===== src/rtl/adder_sched_pkg.sv =====
// Shared types and helpers for the adder scheduler: request tag carried
// alongside each operation through the shared adder pipeline.
package adder_sched_pkg;

    localparam int MAX_NUM = 16;
    localparam int TAG_W   = (MAX_NUM > 2) ? $clog2(MAX_NUM) : 1;

    typedef struct packed {
        logic             valid;
        logic [TAG_W-1:0] tag;
    } tag_t;

    function automatic logic [MAX_NUM-1:0] onehot(input logic [TAG_W-1:0] idx);
        onehot      = '0;
        onehot[idx] = 1'b1;
    endfunction

endpackage


===== src/rtl/rr_arbiter.sv =====
// Round-robin arbiter: one-hot grant from a request vector, searching from a
// priority pointer that moves past the winner whenever a grant is issued.
module rr_arbiter #(
    parameter int NUM = 4
) (
    input  logic           clk,
    input  logic           reset,
    input  logic [NUM-1:0] req,
    output logic [NUM-1:0] grant
);

    localparam int PTR_W = (NUM > 2) ? $clog2(NUM) : 1;

    logic [PTR_W-1:0] ptr;
    logic [PTR_W-1:0] ptr_next;
    logic [NUM-1:0]   mask;
    logic [NUM-1:0]   masked;
    logic [NUM-1:0]   pick;

    // Requests at or above ptr win first; otherwise wrap to the lowest request.
    always_comb begin
        mask   = ~((NUM'(1) << ptr) - NUM'(1));
        masked = req & mask;
        pick   = (|masked) ? masked : req;
        grant  = pick & (~pick + NUM'(1));
    end

    // NOTE: every combinational output gets a default before any branch so no latch is inferred.
    always_comb begin
        ptr_next = ptr;
        for (int k = 0; k < NUM; k++) begin
            if (grant[k]) begin
                ptr_next = (k == NUM - 1) ? '0 : PTR_W'(k + 1);
            end
        end
    end

    always_ff @(posedge clk) begin
        if (reset) begin
            ptr <= '0;
        end else begin
            ptr <= ptr_next;
        end
    end

endmodule


===== src/rtl/adder_sched.sv =====
// Shares one pipelined adder among NUM requesters: round-robin issue, tag
// tracking through the adder latency, and result routing back to the owner.
module adder_sched
    import adder_sched_pkg::*;
#(
    parameter int BITS    = 16,
    parameter int NUM     = 4,
    parameter int LATENCY = 1
) (
    input  logic              clk,
    input  logic              reset,
    input  logic [NUM-1:0]    req_valid,
    output logic [NUM-1:0]    req_ready,
    input  logic [NUM*BITS-1:0] req_a,
    input  logic [NUM*BITS-1:0] req_b,
    output logic              add_valid,
    output logic [BITS-1:0]   add_i0,
    output logic [BITS-1:0]   add_i1,
    input  logic [BITS-1:0]   add_o,
    input  logic              add_valid_out,
    output logic [NUM-1:0]    rsp_valid,
    output logic [BITS-1:0]   rsp_data,
    output logic              busy,
    output logic              err
);

    localparam int CNT_W = $clog2(LATENCY + 3);

    logic [NUM-1:0]   grant;
    logic             xfer;
    logic [TAG_W-1:0] sel_tag;
    logic [BITS-1:0]  a_sel;
    logic [BITS-1:0]  b_sel;
    tag_t             issue_tag;
    tag_t             tag_pipe [LATENCY];
    tag_t             last;
    logic [CNT_W-1:0] cnt;

    rr_arbiter #(.NUM(NUM)) u_arb (
        .clk   (clk),
        .reset (reset),
        .req   (req_valid),
        .grant (grant)
    );

    assign req_ready = reset ? '0 : grant;
    assign xfer      = |(req_valid & req_ready);
    assign add_valid = issue_tag.valid;
    assign last      = tag_pipe[LATENCY-1];
    assign busy      = (cnt != '0);

    always_comb begin
        sel_tag = '0;
        a_sel   = '0;
        b_sel   = '0;
        for (int k = 0; k < NUM; k++) begin
            if (grant[k]) begin
                sel_tag = TAG_W'(k);
                a_sel   = req_a[k*BITS +: BITS];
                b_sel   = req_b[k*BITS +: BITS];
            end
        end
    end

    // issue_tag lines up with add_valid; tag_pipe then follows the adder's latency.
    // NOTE: sequential state uses <= so every register samples pre-edge values regardless of statement order.
    always_ff @(posedge clk) begin
        if (reset) begin
            issue_tag <= '0;
            add_i0    <= '0;
            add_i1    <= '0;
            for (int i = 0; i < LATENCY; i++) begin
                tag_pipe[i] <= '0;
            end
            rsp_valid <= '0;
            rsp_data  <= '0;
            err       <= 1'b0;
            cnt       <= '0;
        end else begin
            issue_tag <= '{valid: xfer, tag: sel_tag};
            if (xfer) begin
                add_i0 <= a_sel;
                add_i1 <= b_sel;
            end

            tag_pipe[0] <= issue_tag;
            for (int i = 1; i < LATENCY; i++) begin
                tag_pipe[i] <= tag_pipe[i-1];
            end

            rsp_valid <= '0;
            if (last.valid && add_valid_out) begin
                rsp_valid <= NUM'(onehot(last.tag));
                rsp_data  <= add_o;
            end
            if (last.valid != add_valid_out) begin
                err <= 1'b1;
            end

            case ({xfer, |rsp_valid})
                2'b10:   cnt <= cnt + CNT_W'(1);
                2'b01:   cnt <= cnt - CNT_W'(1);
                default: cnt <= cnt;
            endcase
        end
    end

endmodule


===== config.mk =====
export PLATFORM = sky130hd
export DESIGN_NAME = adder_sched
export DESIGN_NICKNAME = d
export VERILOG_FILES = /design/src/rtl/adder_sched_pkg.sv /design/src/rtl/rr_arbiter.sv /design/src/rtl/adder_sched.sv
export SDC_FILE = /design/constraint.sdc
export NUM_CORES = 1
export LEC_CHECK = 0
export BUFFER_PORTS_ARGS = -buffer_cell sky130_fd_sc_hd__buf_2
export CAP_MARGIN = 25
export CORE_ASPECT_RATIO = 1.4
export CORE_UTILIZATION = 46
export DETAILED_ROUTE_END_ITERATION = 10
export PLACE_DENSITY = 0.84
export RECOVER_POWER = 100
export SYNTH_ARGS = -nofsm -noshare
export SYNTH_HDL_FRONTEND = slang
export SYNTH_SLANG_ARGS = --single-unit

===== constraint.sdc =====
create_clock -name clk -period 3.23 [get_ports clk]
set_clock_uncertainty 0.1 [all_clocks]
set_input_delay 0.323 -clock clk [delete_from_list [all_inputs] [get_ports clk]]
set_output_delay 0.323 -clock clk [all_outputs]
set_load 0.05 [all_outputs]

==> impl_results.md <==
- CP peak stage delay: 0.56 ns
- First-pass DRT Iterations: 4
- 1st-iter DRT viols: 168
- Post-detail-place hpwl: 7250 microns
- CP Max Fanout: 16
- Final setup viols: 0
- CTS tree: yes
- Area Overhead vs Synth: 34.2%
- Unrepaired setup endpoints after global routing: false
- Synth Warn #: 0
- Die W: 73.7 microns
- Endpoints failing hold: 0
- Synthesized net count: 501
- Routed via count: 3,491
- # hold bufs at CTS: 0
- Syn_area_per_cell: 9.51 sq um
- Launch point of the critical path: u_arb.ptr[0]
- Clock power share: 31.4%
- Share of the synthesized area in the top cell type: 38.1%
- Htree depth: 3
- Pin count of the biggest net entering global routing: 34
- Post-route DRC: 0
- Hold path start: add_o[1]
- Initial Util: 47.4%
- Post-route ant nets: 0
- Slew headroom: 1.49%
- Core Util, Final: 63.6%
- Inserted Clock Buffers: 9
- Fin crit share: 86.1%
- Critical path type: reg2out
- CP arrival: 2.36 ns
- Post-DR vias/cell: 5.44
- PostCTS Resize Cnt: 0
- Synth area leader: dfxtp_1
- WP buf/inv: 1
- Die H: 102 microns
- Clk buf depth: 2
- Clk slew on worst S/H paths: 0.07 ns
- Synth top area cells: dfxtp_1 (38%), a221oi_2 (13%), o21ai_1 (9.7%), o2bb2ai_1 (8.5%), mux2i_1 (4.8%)
- Clock Tree Root: clkbuf_8
- Slowest cell on the critical path: dfxtp_1
- GR Util All Layers: 25.8%
- Number of enable flip-flop cells after synthesis: 0
- Maximum vdd drop: 0.321 mV
- Sequential element share of the synthesized area: 38.1%
- Rows: 36
- First-pass GRT wire length: 14,600 microns
- Slew Limit Fails: 0
- Leakage: 0.00181 uW
- Sw Share: 35.3%
- Final setup TNS: 0 ns
- PD cells: 536 nW/um^2
- Combinational power share: 31.2%
- Grt ovf: 0
- Layout Nets: 696
- Post-Syn Area: 3310 sq um
- Maxcap violations: 0
- Top post-synthesis cells by count: o21ai_1 (64), dfxtp_1 (63), nand2_1 (35)
- Total wire length: 9750 microns
- Core ar.: 6980 sq um
- # port buffers: 209
- Clk sink count: 63
- Min-delay worst type: in2reg
- Most frequent cell after synthesis: o21ai_1
- Fmax achieved: 0.360 GHz
- Critical path startpoint category: register
- Number of global-route vias before repair: 3,278
- GP Congestion: 0.816
- Clk_lat worst skew: 0.35 ns
- Critical path, cell by cell: a2bb2oi_2 > o22ai_1 > and2_2 > nor2b_1 > clkbuf_1
- Seq pwr share: 37.4%
- Cell variety after synth: 41
- Psw: 841 uW
- Worst Setup Slack, final: 0.450 ns
- Layout cells sized above 1: 38.9%
- CP required: 2.81 ns
- Post-layout minimum cycle time: 2.78 ns
- Int Power: 1540 uW
- Flops & latches, synth: 63
- Worst Setup End Kind: primary output
- Post-Synthesis Cells: 348
- Pre-CTS setup slack: 0.995 ns
- Main flop type after synthesis: dfxtp_1
- FF-to-FF Start: u_arb.ptr[1]
- Post-CTS setup buffer count: 0
- DIE AREA: 7540 sq um
- Initial antenna violation count: 0
- Async SR Flop Fraction: 0%
- Routed len/inst: 15.2 microns
- Status: complete, no violations
- Antenna cells: 0
- Worst slew pin tran: 1.48 ns
- Delay-heaviest family, CP: simple AND/OR/NAND/NOR gates
- WHS: 0.112 ns
- Ports: 210
[metal layers]
layer	wire length (microns)	global-route usage, %	part of all wire, %	vias up
met5	6	0	0.062	-
met4	221	11.4	2.3	2
met3	742	8.97	7.6	22
met2	5140	48.6	53	173
met1	3640	24.8	37	1605
li1	-	-	-	1689
[tightest hold or removal path, cell delays in order]
cell and delay [ns]:
buf_2 0.08, mux2i_1 0.06, nor2_1 0.07
[stage by stage]
step / total power, uW / area [sq um] / std cells
floorplan: 1470 / 3310 / 348
global placement: 1650 / 4310 / 627
detailed placement: 1670 / 4310 / 627
CTS: 2430 / 4520 / 642
global route: 2500 / 4440 / 642
finish: 2380 / 4440 / 642
[final cells by class]
cell class | count | area (sq um)
Multi-Input combinational cell | 246 | 1790
Clock inverter | 4 | 70.1
Fill cell | 620 | 2540
Sequential cell | 63 | 1260
Clock buffer | 11 | 141
Tap cell | 95 | 119
Timing Repair Buffer | 220 | 1050
Inverter | 3 | 11.3
[logic make-up (layout without fill, tap and decap cells)]
| kind of cell | Yosys count | after routing | synth area share [%] |
|---|---|---|---|
| flip-flops | 63 | 63 | 38.1 |
| AND/OR/NAND/NOR | 85 | 85 | 11.9 |
| adder cells (fa/ha/maj) | 2 | 2 | 0.756 |
| AO/OA/AOI/OAI | 141 | 141 | 36.0 |
| XOR/XNOR | 2 | 2 | 0.529 |
| multiplexers | 16 | 16 | 4.84 |
| buffers and inverters | 39 | 238 | 7.90 |
[sequential cells by signal (all words and copies together), names as in the netlist]
name       count
add_i1        16
add_valid      1
tag_pipe       3
rsp_data      16
issue_tag      2
cnt            2
add_i0        16
err            1
rsp_valid      4
u_arb.ptr      2
[cell usage in the layout (no fill, tap or decap), types with 3 or more instances in the layout]
cell type	count
a221oi_2	29
a221oi_1	3
o21ai_1	32
or2_1	3
nand2_1	35
buf_4	9
o21ai_0	33
nor2b_1	8
buf_2	149
mux2i_1	16
clkbuf_8	10
nor2_1	25
o2bb2ai_1	32
dfxtp_1	63
clkbuf_1	63
[path summary, 6_finish.rpt]
check	to	slack, ns	cells past startpoint
min	rsp_data[1]	0.11	3
max reg2reg	add_i0[9]	0.58	6
max	req_ready[0]	0.45	5
min reg2reg	tag_pipe[0][1]	0.35	1
[power groups by stage]
stage                     clock network (uW)  logic [uW]  registers [uW]
after CTS                                766         771             888
after floorplan                            0         368            1100
final                                    747         742             891
after global placement                     0         753             901
after detailed placement                   0         770             905
after global routing                     803         796             899
Note: power is estimated with default switching activity, not from simulation.
